[src/rtl/fft_out_reorder.sv]
// fft_out_reorder: ping-pong buffer that turns an FFT/IFFT output stream
// written in arbitrary index order into a natural-order valid/ready stream.
module fft_out_reorder #(
  parameter int TOTAL_STAGE_P = 6,
  parameter int MULT_WIDTH_P  = 18
) (
  input  logic                     iclk,
  input  logic                     rst,
  input  logic                     ien,
  input  logic [TOTAL_STAGE_P-1:0] iaddr,
  input  logic [MULT_WIDTH_P-1:0]  iReal,
  input  logic [MULT_WIDTH_P-1:0]  iImag,
  input  logic                     iready,
  output logic                     ovalid,
  output logic [TOTAL_STAGE_P-1:0] oaddr,
  output logic [MULT_WIDTH_P-1:0]  oReal,
  output logic [MULT_WIDTH_P-1:0]  oImag,
  output logic                     olast,
  output logic                     oovf
);

  localparam int DEPTH = 1 << TOTAL_STAGE_P;
  localparam int DW    = 2 * MULT_WIDTH_P;

  logic [DW-1:0]            r_mem [0:2*DEPTH-1];
  logic [1:0]               r_full;
  logic                     r_wr_bank;
  logic [TOTAL_STAGE_P-1:0] r_wr_cnt;
  logic                     r_rd_bank;
  logic                     r_pf_bank;
  logic                     r_pf_valid;
  logic [TOTAL_STAGE_P-1:0] r_rd_cnt;
  logic [TOTAL_STAGE_P-1:0] r_pf_addr;
  logic [DW-1:0]            r_pf_data;

  logic       w_wr_ok;
  logic       w_wr_done;
  logic       w_xfer;
  logic       w_rel;
  logic       w_out_ld;
  logic       w_pf_ld;
  logic [1:0] w_set;
  logic [1:0] w_clr;

  assign w_wr_ok   = ien & ~r_full[r_wr_bank];
  assign w_wr_done = w_wr_ok & (&r_wr_cnt);
  assign w_xfer    = ovalid & iready;
  assign w_rel     = w_xfer & olast;
  // Output register refills whenever it is empty or being drained.
  assign w_out_ld  = r_pf_valid & (~ovalid | iready);
  // Prefetch stage reads the next entry of a full bank into its register.
  assign w_pf_ld   = r_full[r_pf_bank] & (~r_pf_valid | w_out_ld);
  assign w_set     = {r_wr_bank & w_wr_done, ~r_wr_bank & w_wr_done};
  assign w_clr     = {r_rd_bank & w_rel, ~r_rd_bank & w_rel};

  // Sample storage and prefetch read register; contents are never reset.
  always_ff @(posedge iclk) begin
    if (w_wr_ok) begin
      r_mem[{r_wr_bank, iaddr}] <= {iReal, iImag};
    end
    if (w_pf_ld) begin
      r_pf_data <= r_mem[{r_pf_bank, r_rd_cnt}];
    end
  end

  // Write side: frame counting, bank full flags and sticky overflow.
  always_ff @(posedge iclk or posedge rst) begin
    if (rst) begin
      r_full    <= '0;
      r_wr_bank <= 1'b0;
      r_wr_cnt  <= '0;
      oovf      <= 1'b0;
    end else begin
      r_full <= (r_full | w_set) & ~w_clr;
      if (ien && r_full[r_wr_bank]) begin
        oovf <= 1'b1;
      end
      if (w_wr_ok) begin
        r_wr_cnt <= r_wr_cnt + TOTAL_STAGE_P'(1);
        if (w_wr_done) begin
          r_wr_bank <= ~r_wr_bank;
        end
      end
    end
  end

  // Prefetch side: walks a full bank in natural order, one entry ahead.
  always_ff @(posedge iclk or posedge rst) begin
    if (rst) begin
      r_pf_bank  <= 1'b0;
      r_rd_cnt   <= '0;
      r_pf_valid <= 1'b0;
      r_pf_addr  <= '0;
    end else if (w_pf_ld) begin
      r_pf_valid <= 1'b1;
      r_pf_addr  <= r_rd_cnt;
      r_rd_cnt   <= r_rd_cnt + TOTAL_STAGE_P'(1);
      if (&r_rd_cnt) begin
        r_pf_bank <= ~r_pf_bank;
      end
    end else if (w_out_ld) begin
      r_pf_valid <= 1'b0;
    end
  end

  // Registered output stage; the bank is released on its last transfer.
  always_ff @(posedge iclk or posedge rst) begin
    if (rst) begin
      ovalid    <= 1'b0;
      oaddr     <= '0;
      oReal     <= '0;
      oImag     <= '0;
      olast     <= 1'b0;
      r_rd_bank <= 1'b0;
    end else begin
      if (w_out_ld) begin
        ovalid         <= 1'b1;
        oaddr          <= r_pf_addr;
        {oReal, oImag} <= r_pf_data;
        olast          <= &r_pf_addr;
      end else if (w_xfer) begin
        ovalid <= 1'b0;
        olast  <= 1'b0;
      end
      if (w_rel) begin
        r_rd_bank <= ~r_rd_bank;
      end
    end
  end

endmodule

[config.mk]
export PLATFORM = sky130hd
export DESIGN_NAME = fft_out_reorder
export DESIGN_NICKNAME = d
export VERILOG_FILES = /design/src/rtl/fft_out_reorder.sv
export SDC_FILE = /design/constraint.sdc
export NUM_CORES = 2
export LEC_CHECK = 0
export CAP_MARGIN = 20
export CORE_UTILIZATION = 30
export CTS_BUF_LIST = sky130_fd_sc_hd__clkbuf_2 sky130_fd_sc_hd__clkbuf_4 sky130_fd_sc_hd__clkbuf_8
export CTS_CLUSTER_DIAMETER = 60
export DETAILED_ROUTE_END_ITERATION = 12
export PLACE_DENSITY = 0.52
export SLEW_MARGIN = 20
export SYNTH_ARGS = -nofsm -noshare
export SYNTH_HDL_FRONTEND = slang
export SYNTH_MEMORY_MAX_BITS = 65536
export SYNTH_SLANG_ARGS = --single-unit
[constraint.sdc]
create_clock -name iclk -period 3.6 [get_ports iclk]
set_input_delay 0.54 -clock iclk [delete_from_list [all_inputs] [get_ports iclk]]
set_output_delay 0.54 -clock iclk [all_outputs]
set_load 0.01 [all_outputs]
==> flow_metrics.tcl <==
set metrics [dict create \
    clock_tree_from_tritoncts "done" \
    dr.first_iter.drc_count 10260 \
    placementRows 283 \
    asyncSetResetFlopFracSynth_pct 1.464 \
    clk_pin_slew_worst_paths_ns 0.06 \
    worstSetupPathType "register to register" \
    dp_cells 15140 \
    syn_nets 6937 \
    detail_route.wl_per_cell_um 31.92 \
    insertion_delay_ns 1.31 \
    worst_ep_arrival_time_ns 4.69 \
    layout-area-overhead-vs-synth_pct 19.99 \
    worstSetupStartpointType "register" \
    area_inside_the_core_boundary_um2 593800 \
    ios 91 \
    synthCells 6889 \
    post_synth.cell_area_avg_um2 25.94 \
    ant_nets 0 \
    seq_area_frac_synth_pct 79.00 \
    slew_headroom_pct 24.98 \
    synth.cells.most_frequent "sky130_fd_sc_hd__edfxtp_1, sky130_fd_sc_hd__mux4_2, sky130_fd_sc_hd__clkbuf_1" \
    floorplan.initialDensity_pct 30.10 \
    outcome "complete, but fails checks" \
    fin_ws_ns -0.05060 \
    cell_leakage_power_uw 0.06585 \
    post-synth-top-area-fraction_pct 78.03 \
    setup.reg_to_reg.worst_slack_ns -0.05 \
    ys_seq_elements 4713 \
    synthSimpleGateAreaFrac_pct 0.4460 \
    power_per_cell_area_nw_per_um2 625.9 \
    die_w_um 773.8 \
    slew_violations 0 \
    grt_start_max_net_pins 129 \
    max_cap_viol_count 0 \
    most_frequently_used_cell_type_in_the_post_synthesis_netlist "sky130_fd_sc_hd__edfxtp_1" \
    ys_warn_count 0 \
    global_route_wire_length_before_repair_um 724700 \
    cpPeakStageDelay_ns 0.70 \
    post_synthesis_cell_area_um2 178700 \
    worstPathCellList "buf_12 -> buf_16 -> clkbuf_16 -> mux4_2 -> mux4_2 -> mux4_2 -> mux2_2" \
    cts.sinks 4713 \
    htreeDepth 6 \
    post_synth_fa_ha_maj_area_fraction_pct 0.01400 \
    drc 0 \
    post-route-period-util_pct 101.4 \
    timing.critical_path.fanout_max 13 \
    post_synth_num_cell_types 31 \
    tritoncts.num_buffers 751 \
    grt_pass1_vias 87980 \
    chipHeight_um 773.8 \
    detailroute.via_count 84950 \
    hold_class "input pin to register" \
    worst_pin_slew_ns 1.125 \
    design.die.area_um2 598800 \
    end_kind "register" \
    synth_top_family_by_area "multiplexers" \
    synth-compound-area-share_pct 0.03291 \
    drtPass1Iterations 5 \
    final_cells 16610 \
    dp_slack_ns -0.2105 \
    timing.final.setup_violations 4 \
    rsz0062_at_grt "yes" \
    violations "setup timing" \
    total_global_route_track_usage_pct 17.25 \
    portBuffers 90 \
    worstPathRequired_ns 4.64 \
    worst_clock_skew_on_the_final_layout_ns 0.1108 \
    hold_violations 0 \
    post_synth_xor_area_fraction_pct 0.05881 \
    max_clock_freq_mhz 273.9 \
    dp_hpwl_um 323100 \
    final_design_area_excluding_fillers_um2 214400 \
    irDropWorstVdd_mv 0.4355 \
    final_gp_congestion 0.7981 \
    number_of_antenna_violations_at_the_first_check_in_global_routing 80 \
    final_layout_size_suffix_gt1_share_pct 42.05 \
    fin_crit_ns 3.651 \
    critical-path-top-cell-by-count "sky130_fd_sc_hd__mux4_2" \
    synthTopCellsByArea "sky130_fd_sc_hd__edfxtp_1, sky130_fd_sc_hd__mux4_2, sky130_fd_sc_hd__dfrtp_1, sky130_fd_sc_hd__mux2_2, sky130_fd_sc_hd__clkbuf_1" \
    cpMaxStageDelayCell "sky130_fd_sc_hd__mux4_2" \
    dominantRegCellSynth "sky130_fd_sc_hd__edfxtp_1" \
    synth_top_cell_by_area "sky130_fd_sc_hd__edfxtp_1" \
    edff_count_synth 4644 \
    grt_overflow_total 0 \
    dpl-instance-area_um2 198300 \
    drt-total-wl_um 530100 \
    routed_via_density 5.114 \
    n_fill_cell 53370 \
    clockBufferDepth 4 \
    clockRootBuffer "sky130_fd_sc_hd__clkbuf_8" \
    yosys-mux-area-fraction_pct 19.61 \
    finish.net_count 8173 \
]
-- layer usage --
metal	part of all wire [%]	wire length [um]	GRT usage, %	vias to the layer above
li1	-	-	-	33010
met3	8.4	44400	3.579	698
met5	0.023	120	0	-
met2	47	251200	27.66	3847
met4	2.3	12010	4.002	18
met1	42	222400	24.24	47370
-- flip-flops by register name (all words and copies together), names as in the netlist --
signal,flops
r_pf_addr,6
r_wr_cnt,6
r_pf_bank,1
r_full,2
oovf,1
oaddr,6
r_pf_data,36
olast,1
r_wr_bank,1
r_pf_valid,1
oImag,18
r_mem,4608
r_rd_bank,1
ovalid,1
oReal,18
r_rd_cnt,6
-- critical path, delay by kind of cell, from the launching register on --
family	cells	cell delay, ns
buffers and inverters	3	0.66
DFF	1	0.48
muxes	4	2.18
-- power by group --
part | total (uW) | switching, uW | internal [uW]
registers | 61400 | 541 | 60900
clock network | 45700 | 21600 | 24100
logic | 27100 | 14000 | 13100
-- metrics by stage --
stage	setup TNS (ns)	power [uW]	hold WS, ns	util [%]
final	-0.08273	134200	0.2891	36.11
after global routing	-0.2292	138700	0.2296	36.10
after floorplan	-491.34	77260	0.4462	-
after detailed placement	-1.433	89230	0.4689	33.39
after CTS	-0.2065	135300	0.1599	36.03
after global placement	-1.432	89050	0.4630	33.39
-- cell families (layout without fill, tap and decap cells) --
| group | count (synthesis) | count (layout) |
|---|---|---|
| buf+inv | 365 | 2203 |
| other cells | 0 | 45 |
| flops | 4713 | 4713 |
| fa+ha+maj | 2 | 2 |
| simple gates | 189 | 189 |
| mux | 1600 | 1600 |
| compound gates | 8 | 8 |
| xor+xnor | 12 | 12 |
-- worst paths after layout --
| kind | startpoint | end | cells past startpoint |
|---|---|---|---|
| worst min-delay path | iReal[13] | r_mem[52][31] | 2 |
| worst max-delay path | r_rd_cnt[0] | r_pf_data[30] | 7 |
| worst max register to register | r_rd_cnt[0] | r_pf_data[30] | 7 |
| worst min register to register | r_pf_data[18] | oReal[0] | 1 |
| min in group asynchronous | rst | oReal[17] | 3 |
| max in group asynchronous | rst | oImag[13] | 4 |
-- cells in the final DEF, fill, tap and decap left out, drive strengths merged, types with 2 or more instances in the layout --
| cell type | synthesis | layout |
|---|---|---|
| edfxtp | 4644 | 4644 |
| mux4 | 1512 | 1512 |
| clkbuf | 211 | 1020 |
| buf | 149 | 739 |
| clkinv | 0 | 274 |
| nor2 | 133 | 133 |
| mux2 | 86 | 86 |
| dfrtp | 69 | 69 |
| clkdlybuf4s50 | 0 | 54 |
| diode | 0 | 45 |
| dlygate4sd3 | 0 | 39 |
| inv | 5 | 34 |
| bufinv | 0 | 22 |
| clkinvlp | 0 | 16 |
| nand2 | 16 | 16 |
| nand3 | 13 | 13 |
| xnor2 | 10 | 10 |
| nand4 | 9 | 9 |
| nor2b | 5 | 5 |
| bufbuf | 0 | 5 |
| and2 | 3 | 3 |
| nand3b | 3 | 3 |
| nand2b | 2 | 2 |
| mux2i | 2 | 2 |
| xor2 | 2 | 2 |
| and3 | 2 | 2 |
| nor3 | 2 | 2 |
| o22a | 2 | 2 |
| o21ai | 2 | 2 |
| ha | 2 | 2 |
-- repair_timing --
item	CTS	global route
gates resized for setup	30	19
endpoints found under the setup margin	25	24
endpoints found under the hold margin	2594	0
hold buffers	39	0
cloned	5	6
buffers inserted	13	10
-- area by class of cell --
type                    instances  area, um^2  share of cell area (%)
inverters                       5       21.27                0.009920
repair buffers                843       11420                   5.325
flip-flops and latches       4713      141200                   65.85
clock inverters               341        2406                   1.122
diodes                         45       112.6                 0.05252
multi-input cells            1811       37030                   17.27
clock buffers                1014       12430                   5.797
well taps                    7837        9806                   4.573
Note: power is estimated with default switching activity, not from simulation.
